**src/rtl/apb_master.sv**
```systemverilog
// Single-outstanding APB initiator: valid/ready request in, APB setup/access out,
// one-cycle response strobe back, with an optional wait-state timeout.
// state  | meaning
// IDLE   | req_ready high, waiting for a request
// SETUP  | psel=1, penable=0 for one cycle
// ACCESS | psel=1, penable=1 until pready or timeout
module apb_master #(
  parameter int addr_w  = 5,
  parameter int data_w  = 32,
  parameter int tmo_cyc = 16
) (
  input  logic              pclk_i,
  input  logic              preset_i,
  input  logic              req_valid_i,
  output logic              req_ready_o,
  input  logic [addr_w-1:0] req_addr_i,
  input  logic              req_we_i,
  input  logic [data_w-1:0] req_wd_i,
  output logic              resp_valid_o,
  output logic [data_w-1:0] resp_rd_o,
  output logic              resp_err_o,
  output logic [addr_w-1:0] paddr_o,
  output logic [data_w-1:0] pwdata_o,
  output logic              pwrite_o,
  output logic              psel_o,
  output logic              penable_o,
  input  logic [data_w-1:0] prdata_i,
  input  logic              pready_i,
  input  logic              pslverr_i
);

  localparam logic [1:0] IDLE   = 2'd0;
  localparam logic [1:0] SETUP  = 2'd1;
  localparam logic [1:0] ACCESS = 2'd2;

  localparam int CNT_W    = (tmo_cyc < 1) ? 1 : $clog2(tmo_cyc + 1);
  localparam int TMO_LAST = (tmo_cyc < 1) ? 0 : tmo_cyc - 1;
  localparam bit TMO_EN   = (tmo_cyc != 0);

  logic [1:0]        state_q, state_d;
  logic [addr_w-1:0] paddr_q, paddr_d;
  logic [data_w-1:0] pwdata_q, pwdata_d;
  logic              pwrite_q, pwrite_d;
  logic              psel_q, psel_d;
  logic              penable_q, penable_d;
  logic              resp_valid_q, resp_valid_d;
  logic [data_w-1:0] resp_rd_q, resp_rd_d;
  logic              resp_err_q, resp_err_d;
  logic [CNT_W-1:0]  cnt_q, cnt_d;

  always_comb begin
    state_d      = state_q;
    paddr_d      = paddr_q;
    pwdata_d     = pwdata_q;
    pwrite_d     = pwrite_q;
    psel_d       = psel_q;
    penable_d    = penable_q;
    resp_valid_d = 1'b0;
    resp_rd_d    = resp_rd_q;
    resp_err_d   = resp_err_q;
    cnt_d        = cnt_q;
    case (state_q)
      IDLE: begin
        if (req_valid_i) begin
          paddr_d   = req_addr_i;
          pwrite_d  = req_we_i;
          pwdata_d  = req_wd_i;
          psel_d    = 1'b1;
          penable_d = 1'b0;
          state_d   = SETUP;
        end
      end
      SETUP: begin
        penable_d = 1'b1;
        cnt_d     = '0;
        state_d   = ACCESS;
      end
      ACCESS: begin
        // pready takes priority over a timeout expiring in the same cycle
        if (pready_i) begin
          psel_d       = 1'b0;
          penable_d    = 1'b0;
          resp_valid_d = 1'b1;
          resp_err_d   = pslverr_i;
          resp_rd_d    = pwrite_q ? '0 : prdata_i;
          state_d      = IDLE;
        end else if (TMO_EN) begin
          if (cnt_q == CNT_W'(TMO_LAST)) begin
            psel_d       = 1'b0;
            penable_d    = 1'b0;
            resp_valid_d = 1'b1;
            resp_err_d   = 1'b1;
            resp_rd_d    = '0;
            state_d      = IDLE;
          end else begin
            cnt_d = cnt_q + CNT_W'(1);
          end
        end
      end
      default: begin
        psel_d    = 1'b0;
        penable_d = 1'b0;
        state_d   = IDLE;
      end
    endcase
  end

  always_ff @(posedge pclk_i or posedge preset_i) begin
    if (preset_i) begin
      state_q      <= IDLE;
      paddr_q      <= '0;
      pwdata_q     <= '0;
      pwrite_q     <= 1'b0;
      psel_q       <= 1'b0;
      penable_q    <= 1'b0;
      resp_valid_q <= 1'b0;
      resp_rd_q    <= '0;
      resp_err_q   <= 1'b0;
      cnt_q        <= '0;
    end else begin
      state_q      <= state_d;
      paddr_q      <= paddr_d;
      pwdata_q     <= pwdata_d;
      pwrite_q     <= pwrite_d;
      psel_q       <= psel_d;
      penable_q    <= penable_d;
      resp_valid_q <= resp_valid_d;
      resp_rd_q    <= resp_rd_d;
      resp_err_q   <= resp_err_d;
      cnt_q        <= cnt_d;
    end
  end

  assign req_ready_o  = (state_q == IDLE);
  assign paddr_o      = paddr_q;
  assign pwdata_o     = pwdata_q;
  assign pwrite_o     = pwrite_q;
  assign psel_o       = psel_q;
  assign penable_o    = penable_q;
  assign resp_valid_o = resp_valid_q;
  assign resp_rd_o    = resp_rd_q;
  assign resp_err_o   = resp_err_q;

endmodule

```
**config.mk**
```make
export PLATFORM = sky130hd
export DESIGN_NAME = apb_master
export DESIGN_NICKNAME = d
export VERILOG_FILES = /design/src/rtl/apb_master.sv
export SDC_FILE = /design/constraint.sdc
export NUM_CORES = 1
export LEC_CHECK = 0
export ABC_CLOCK_PERIOD_IN_PS = 5710
export BUFFER_PORTS_ARGS = -buffer_cell sky130_fd_sc_hd__buf_2
export CAP_MARGIN = 20
export CORE_AREA = 2 2 73 110
export CTS_CLUSTER_SIZE = 8
export DETAILED_ROUTE_END_ITERATION = 8
export DIE_AREA = 0 0 75 112
export GPL_ROUTABILITY_DRIVEN = 1
export PLACE_DENSITY = 0.84
export SLEW_MARGIN = 20
export SYNTH_ARGS = -nofsm -noshare
export SYNTH_HDL_FRONTEND = slang
export SYNTH_SLANG_ARGS = --single-unit
```
**constraint.sdc**
```tcl
create_clock -name pclk_i -period 5.71 [get_ports pclk_i]
set_input_delay 0.2855 -clock pclk_i [delete_from_list [all_inputs] [get_ports pclk_i]]
set_output_delay 0.2855 -clock pclk_i [all_outputs]
set_load 0.02 [all_outputs]
```
==> results_dict.tcl, run 1 <==
set metrics [dict create \
    outcome "finished clean" \
    stdcell_count 525 \
    core_um2 7466 \
    clk_latency_ns 0.32 \
    grt_pass1_wl_um 11810 \
    drc 0 \
    ir_drop_mv 0.2740 \
    cts-root-buf "clkbuf_16" \
    end_kind "register" \
    hold_ws_ns 0.1258 \
    cp-start-kind "register" \
    arrival_ns 2.48 \
    final_nets 495 \
    synthFlopType "dfrtp_1" \
    ant_nets 0 \
    synthesis.area_um2 3262 \
    synth_nets 352 \
    die_h_um 112 \
    wl_per_cell_um 14.15 \
    cts_max_level 3 \
    period_share 0.3992 \
    relSlewSlack 0.2959 \
    drive_above_1_share 0.4941 \
    reg2reg_depth 7 \
    min_path_type "in -> async" \
    yosysTopAreaCell "dfrtp_1" \
    syn_area_per_cell_um2 11.86 \
    grt_max_degree 81 \
    cp-endpoint "resp_err_o" \
    reg2reg_from "cnt_q[0]" \
    n_antenna_cell 0 \
    dieArea_um2 8400 \
    critPathRequiredTime_ns 5.91 \
    final_hold_viol_count 0 \
    worst-setup-path-type "reg -> reg" \
    worst_pin_slew_ns 1.056 \
    final.min_clock_period_ns 2.279 \
    cts_setup_buffers 0 \
    grt_antenna_before_repair 1 \
    syn_to_final_growth_pct 34.14 \
    synth_seq_cells 80 \
    synth_top_area_frac 0.6137 \
    vias 2617 \
    overflow 0 \
    regToRegEndpoint "resp_err_o" \
    slew_viol_final 0 \
    ys_async_sr_fraction 1.000 \
    maxCapViolCount 0 \
    grt_pass1_vias 2582 \
    synth_edf_count 0 \
    row_count 39 \
    synth_area_leaders "dfrtp_1 (61%), o21ai_0 (10%), mux2_2 (10%)" \
    drt_iter0_drc 99 \
    synth.distinct_cells 30 \
    die_w_um 75 \
    clk_pin_slew_worst_paths_ns 0.05 \
    postRouteWirelength_um 7431 \
    rsz0062_at_grt "false" \
    cts_buffers 9 \
    r2r_setup_slack_ns 3.43 \
    fin_tns_setup_ns 0 \
    vias_per_cell 4.985 \
    drt_pass1_iterations 4 \
    routabilityCongestion 0.7464 \
    portBuffers 149 \
    finalSetupViolCount 0 \
    clock_sinks 80 \
    grtUsageTotal 0.1853 \
    skew_ns 0.008369 \
    path_max_fanout 33 \
    holdBufCountCts 0 \
    p_leak_nw 2.184 \
    dp_hpwl_um 5258 \
    cts_tree "yes" \
    critPathLaunch "cnt_q[0]" \
    start_util 0.4369 \
    ys_seq_area_frac 0.6137 \
    ys_warn_count 0 \
    dp_cells 509 \
    cts.path.max_buffers 2 \
    power_density_nw_per_um2 606.3 \
    timing.fmax_mhz 438.7 \
    ios 150 \
    synth_cells 275 \
    cts.repair.resized 0 \
]
-- routing by layer --
metal,share of wire,GRT usage,vias to the layer above,wire length [um]
met5,0.0017,0,-,13
met3,0.065,0.04706,14,486
met1,0.38,0.2125,1237,2857
li1,-,-,1245,-
met2,0.53,0.3152,119,3918
met4,0.021,0.08214,2,155
-- cells in the mapped netlist, types with 2 or more instances --
| cell type | n |
|---|---|
| buf_6 | 2 |
| nand2_1 | 35 |
| o21ai_0 | 67 |
| inv_1 | 6 |
| mux2_2 | 29 |
| dfrtp_1 | 80 |
| o2bb2ai_1 | 3 |
| nor3_1 | 2 |
| nor2_1 | 2 |
| clkbuf_1 | 8 |
| buf_2 | 5 |
| nand3_1 | 3 |
| clkbuf_2 | 3 |
| mux2_4 | 9 |
| nor4b_1 | 2 |
| a21oi_1 | 4 |
| ha_1 | 2 |
-- worst min path at each step --
stage | depth (start not counted) | startpoint | slack [ns] | end
detailed placement | 1 | pwdata_o[13] | 0.49 | pwdata_o[13]
global route | 2 | req_wd_i[30] | 0.17 | pwdata_o[30]
finish | 3 | preset_i | 0.13 | paddr_o[0]
floorplan | 2 | prdata_i[0] | 0.42 | resp_rd_o[0]
CTS | 2 | req_wd_i[22] | 0.18 | pwdata_o[22]
global placement | 1 | resp_err_o | 0.48 | resp_err_o
-- kinds of logic (layout without fill, tap and decap cells) --
group | count (synthesis) | after routing | synth area share
multiplexers | 38 | 38 | 0.1415
flip-flops | 80 | 80 | 0.6137
adder cells (fa/ha/maj) | 2 | 2 | 0.007670
AND/OR/NAND/NOR | 53 | 53 | 0.07481
AO/OA/AOI/OAI | 78 | 78 | 0.1270
buffers and inverters | 24 | 172 | 0.03529
-- per-stage QoR --
step / total power [mW] / setup WS, ns / cell area, um^2 / utilization
2_1_floorplan: 1.724 / 3.373 / 3262 / -
3_3_place_gp: 2.071 / 3.203 / 4056 / 0.5433
3_5_place_dp: 2.114 / 3.096 / 4061 / 0.5440
4_1_cts: 2.690 / 3.083 / 4362 / 0.5842
5_1_grt: 2.825 / 3.239 / 4375 / 0.5861
6_report: 2.653 / 3.431 / 4375 / 0.5861
-- critical path: stages, from the launching register on --
cell     delay (ns)
dfrtp_1        0.42
ha_1           0.24
and3_1         0.19
ha_1           0.25
or2_2          0.34
nand3_2        0.40
inv_1          0.12
o32a_1         0.19
-- cell type report --
| class | instances | area (um^2) |
|---|---|---|
| fillers | 627 | 3090 |
| inverters | 6 | 23.77 |
| flip-flops and latches | 80 | 2002 |
| multi-input cells | 171 | 1165 |
| clock buffers | 13 | 260.3 |
| repair buffers | 150 | 757.0 |
| well taps | 102 | 127.6 |
| clock inverters | 3 | 40.04 |
-- cell usage in the layout, fill, tap and decap left out, types with 2 or more instances in the layout --
cell,count
nand3_1,2
dfrtp_1,80
nor4b_1,2
mux2_4,9
clkinv_2,3
clkbuf_16,9
o21ai_0,67
mux2_2,29
a21oi_1,4
buf_2,149
ha_1,2
nand2_1,35
nor3_1,2
o2bb2ai_1,3
clkbuf_1,2
inv_1,5
clkbuf_8,2
-- flip-flops by register name, summed over array words and instances, names as in the netlist --
register and cells:
resp_rd_o 32, pwrite_o 1, cnt_q 5, state_q 2, psel_o 1, pwdata_o 32, paddr_o 5, resp_valid_o 1
resp_err_o 1
-- power breakdown --
| group | total (mW) | internal [mW] | switching (mW) |
|---|---|---|---|
| logic | 1.10 | 0.426 | 0.677 |
| clock network | 0.564 | 0.361 | 0.203 |
| registers | 0.987 | 0.836 | 0.151 |
| total | 2.65 | 1.62 | 1.03 |
No activity file was read; power rests on OpenSTA's default activity.
==> inputs of run 2 (changes only) <==
- ABC_CLOCK_PERIOD_IN_PS: 5710 -> 2009
- CORE_AREA: 2 2 73 110 -> 2 2 75 113
- DIE_AREA: 0 0 75 112 -> 0 0 77 115
- PLACE_DENSITY: 0.84 -> 0.83
- clock period: 5.71 -> 2.01 ns (I/O delays scaled with it)
==> results_dict.tcl, run 2 (same netlist as run 1, synthesis figures left out) <==
set metrics [dict create \
    path_max_fanout 4 \
    dp_cells 524 \
    clock_sinks 80 \
    power_density_nw_per_um2 1602 \
    p_leak_nw 2.332 \
    grt_busiest_layer "met2" \
    vias_per_cell 4.918 \
    timing.fmax_mhz 536.0 \
    overflow 0 \
    met2_usage 0.3450 \
    grt_max_degree 49 \
    period_share 0.9281 \
    cts.path.max_buffers 2 \
    grt_antenna_before_repair 0 \
    final.min_clock_period_ns 1.866 \
    grt_pass1_vias 2807 \
    rsz0062_at_grt "false" \
    clk_latency_ns 0.32 \
    multi_input_area_um2 1152 \
    grtUsageTotal 0.1880 \
    grtUsageMet1 0.2085 \
    relSlewSlack 0.5291 \
    cts_tree "yes" \
    pre_cts_slack_ns 0.08732 \
    dieArea_um2 8855 \
    syn_to_final_growth_pct 44.46 \
    cts_max_level 3 \
    fin_tns_setup_ns 0 \
    mostFrequentLayoutCell "buf_2" \
    portBuffers 149 \
    cp-start-kind "register" \
    grt_pass1_wl_um 13120 \
    drt_pass1_iterations 4 \
    clk_pin_slew_worst_paths_ns 0.06 \
    mostFrequentLayoutCells "buf_2 (149), dfrtp_1 (80), o21ai_0 (67), nand2_1 (35), mux2_2 (29)" \
    register_area_um2 2002 \
    postRouteWirelength_um 8082 \
    outcome "finished clean" \
    drive_above_1_share 0.4728 \
    maxCapViolCount 0 \
    cts_buffers 9 \
    n_antenna_cell 0 \
    skew_ns 0.006224 \
    core_um2 7908 \
    drt_iter0_drc 116 \
    wl_per_cell_um 14.33 \
    met3_usage 0.04553 \
    die_w_um 77 \
    cts_setup_buffers 0 \
    arrival_ns 2.12 \
    min_path_type "in -> reg" \
    die_h_um 115 \
    finalSetupViolCount 0 \
    critPathRequiredTime_ns 2.27 \
    worst_pin_slew_ns 0.7048 \
    final_nets 533 \
    dp_hpwl_um 5454 \
    row_count 40 \
    layout_setup_ws_ns 0.1444 \
    nFillCells 673 \
    worst-setup-path-type "reg -> reg" \
    start_util 0.4125 \
    slew_viol_final 0 \
    cts-root-buf "clkbuf_16" \
    drc 0 \
    vias 2774 \
    final_hold_viol_count 0 \
    ios 150 \
    ant_nets 0 \
    ir_drop_mv 0.7388 \
    end_kind "register" \
    routabilityCongestion 0.8042 \
    stdcell_count 564 \
]
-- run 2: cell types whose count changed in the layout (fill, tap and decap cells not counted), moves of 2 or more --
cell and delta:
buf_12 +3, buf_4 +9, clkinv_2 -2, dlygate4sd3_1 +26
-- run 2: area by class of cell --
class | instances | area share
sequential | 80 | 0.4249
clock buffer | 13 | 0.05311
inverter | 6 | 0.005576
multi-input combinational | 171 | 0.2446
timing repair buffer | 188 | 0.2430
clock inverter | 1 | 0.001062
tap | 105 | 0.02788
-- run 2: repair_timing --
action | in CTS | in global routing
hold buffers | 25 | 1
hold endpoints to repair | 56 | 1
setup endpoints to repair | 0 | 3
gates resized for setup | 0 | 2
-- run 2: power by group --
part / switching (mW) / internal, mW / total (mW)
logic: 2.01 / 1.35 / 3.36
registers: 0.398 / 2.38 / 2.77
clock network: 0.562 / 0.854 / 1.42
-- run 2: per-layer routing --
metal / vias to the layer above / part of all wire / routed length [um]
met5: - / 0 / 0
met4: 0 / 0.012 / 96
met3: 8 / 0.049 / 394
met2: 96 / 0.56 / 4556
met1: 1354 / 0.38 / 3035
li1: 1316 / - / -
-- run 2: worst max-delay path: stages, from the launching register on --
cell and delay, ns:
dfrtp_1 0.37, ha_1 0.22, and3_1 0.19, ha_1 0.19
or2_4 0.25, or4_1 0.50, nand3_1 0.09
-- run 2: final timing paths --
check / startpoint / end / slack, ns / cells past startpoint
max in group asynchronous: preset_i / pwdata_o[14] / 0.91 / 4
hold / removal: prdata_i[19] / resp_rd_o[19] / 0.009 / 3
hold reg to reg: pwdata_o[15] / pwdata_o[15] / 0.50 / 1
min in group asynchronous: preset_i / resp_rd_o[10] / 0.44 / 3
setup reg to reg: cnt_q[0] / cnt_q[3] / 0.14 / 6
setup / recovery: cnt_q[0] / cnt_q[3] / 0.14 / 6
-- run 2: metrics by stage --
stage	power [mW]	hold WS, ns	utilization	area [um^2]
floorplan	4.899	0.2365	-	3266
global placement	6.011	0.2396	0.5299	4190
detailed placement	6.127	0.2529	0.5299	4190
CTS	7.616	0.0001956	0.5938	4696
global route	8.039	0.001785	0.5959	4712
finish	7.550	0.009459	0.5959	4712
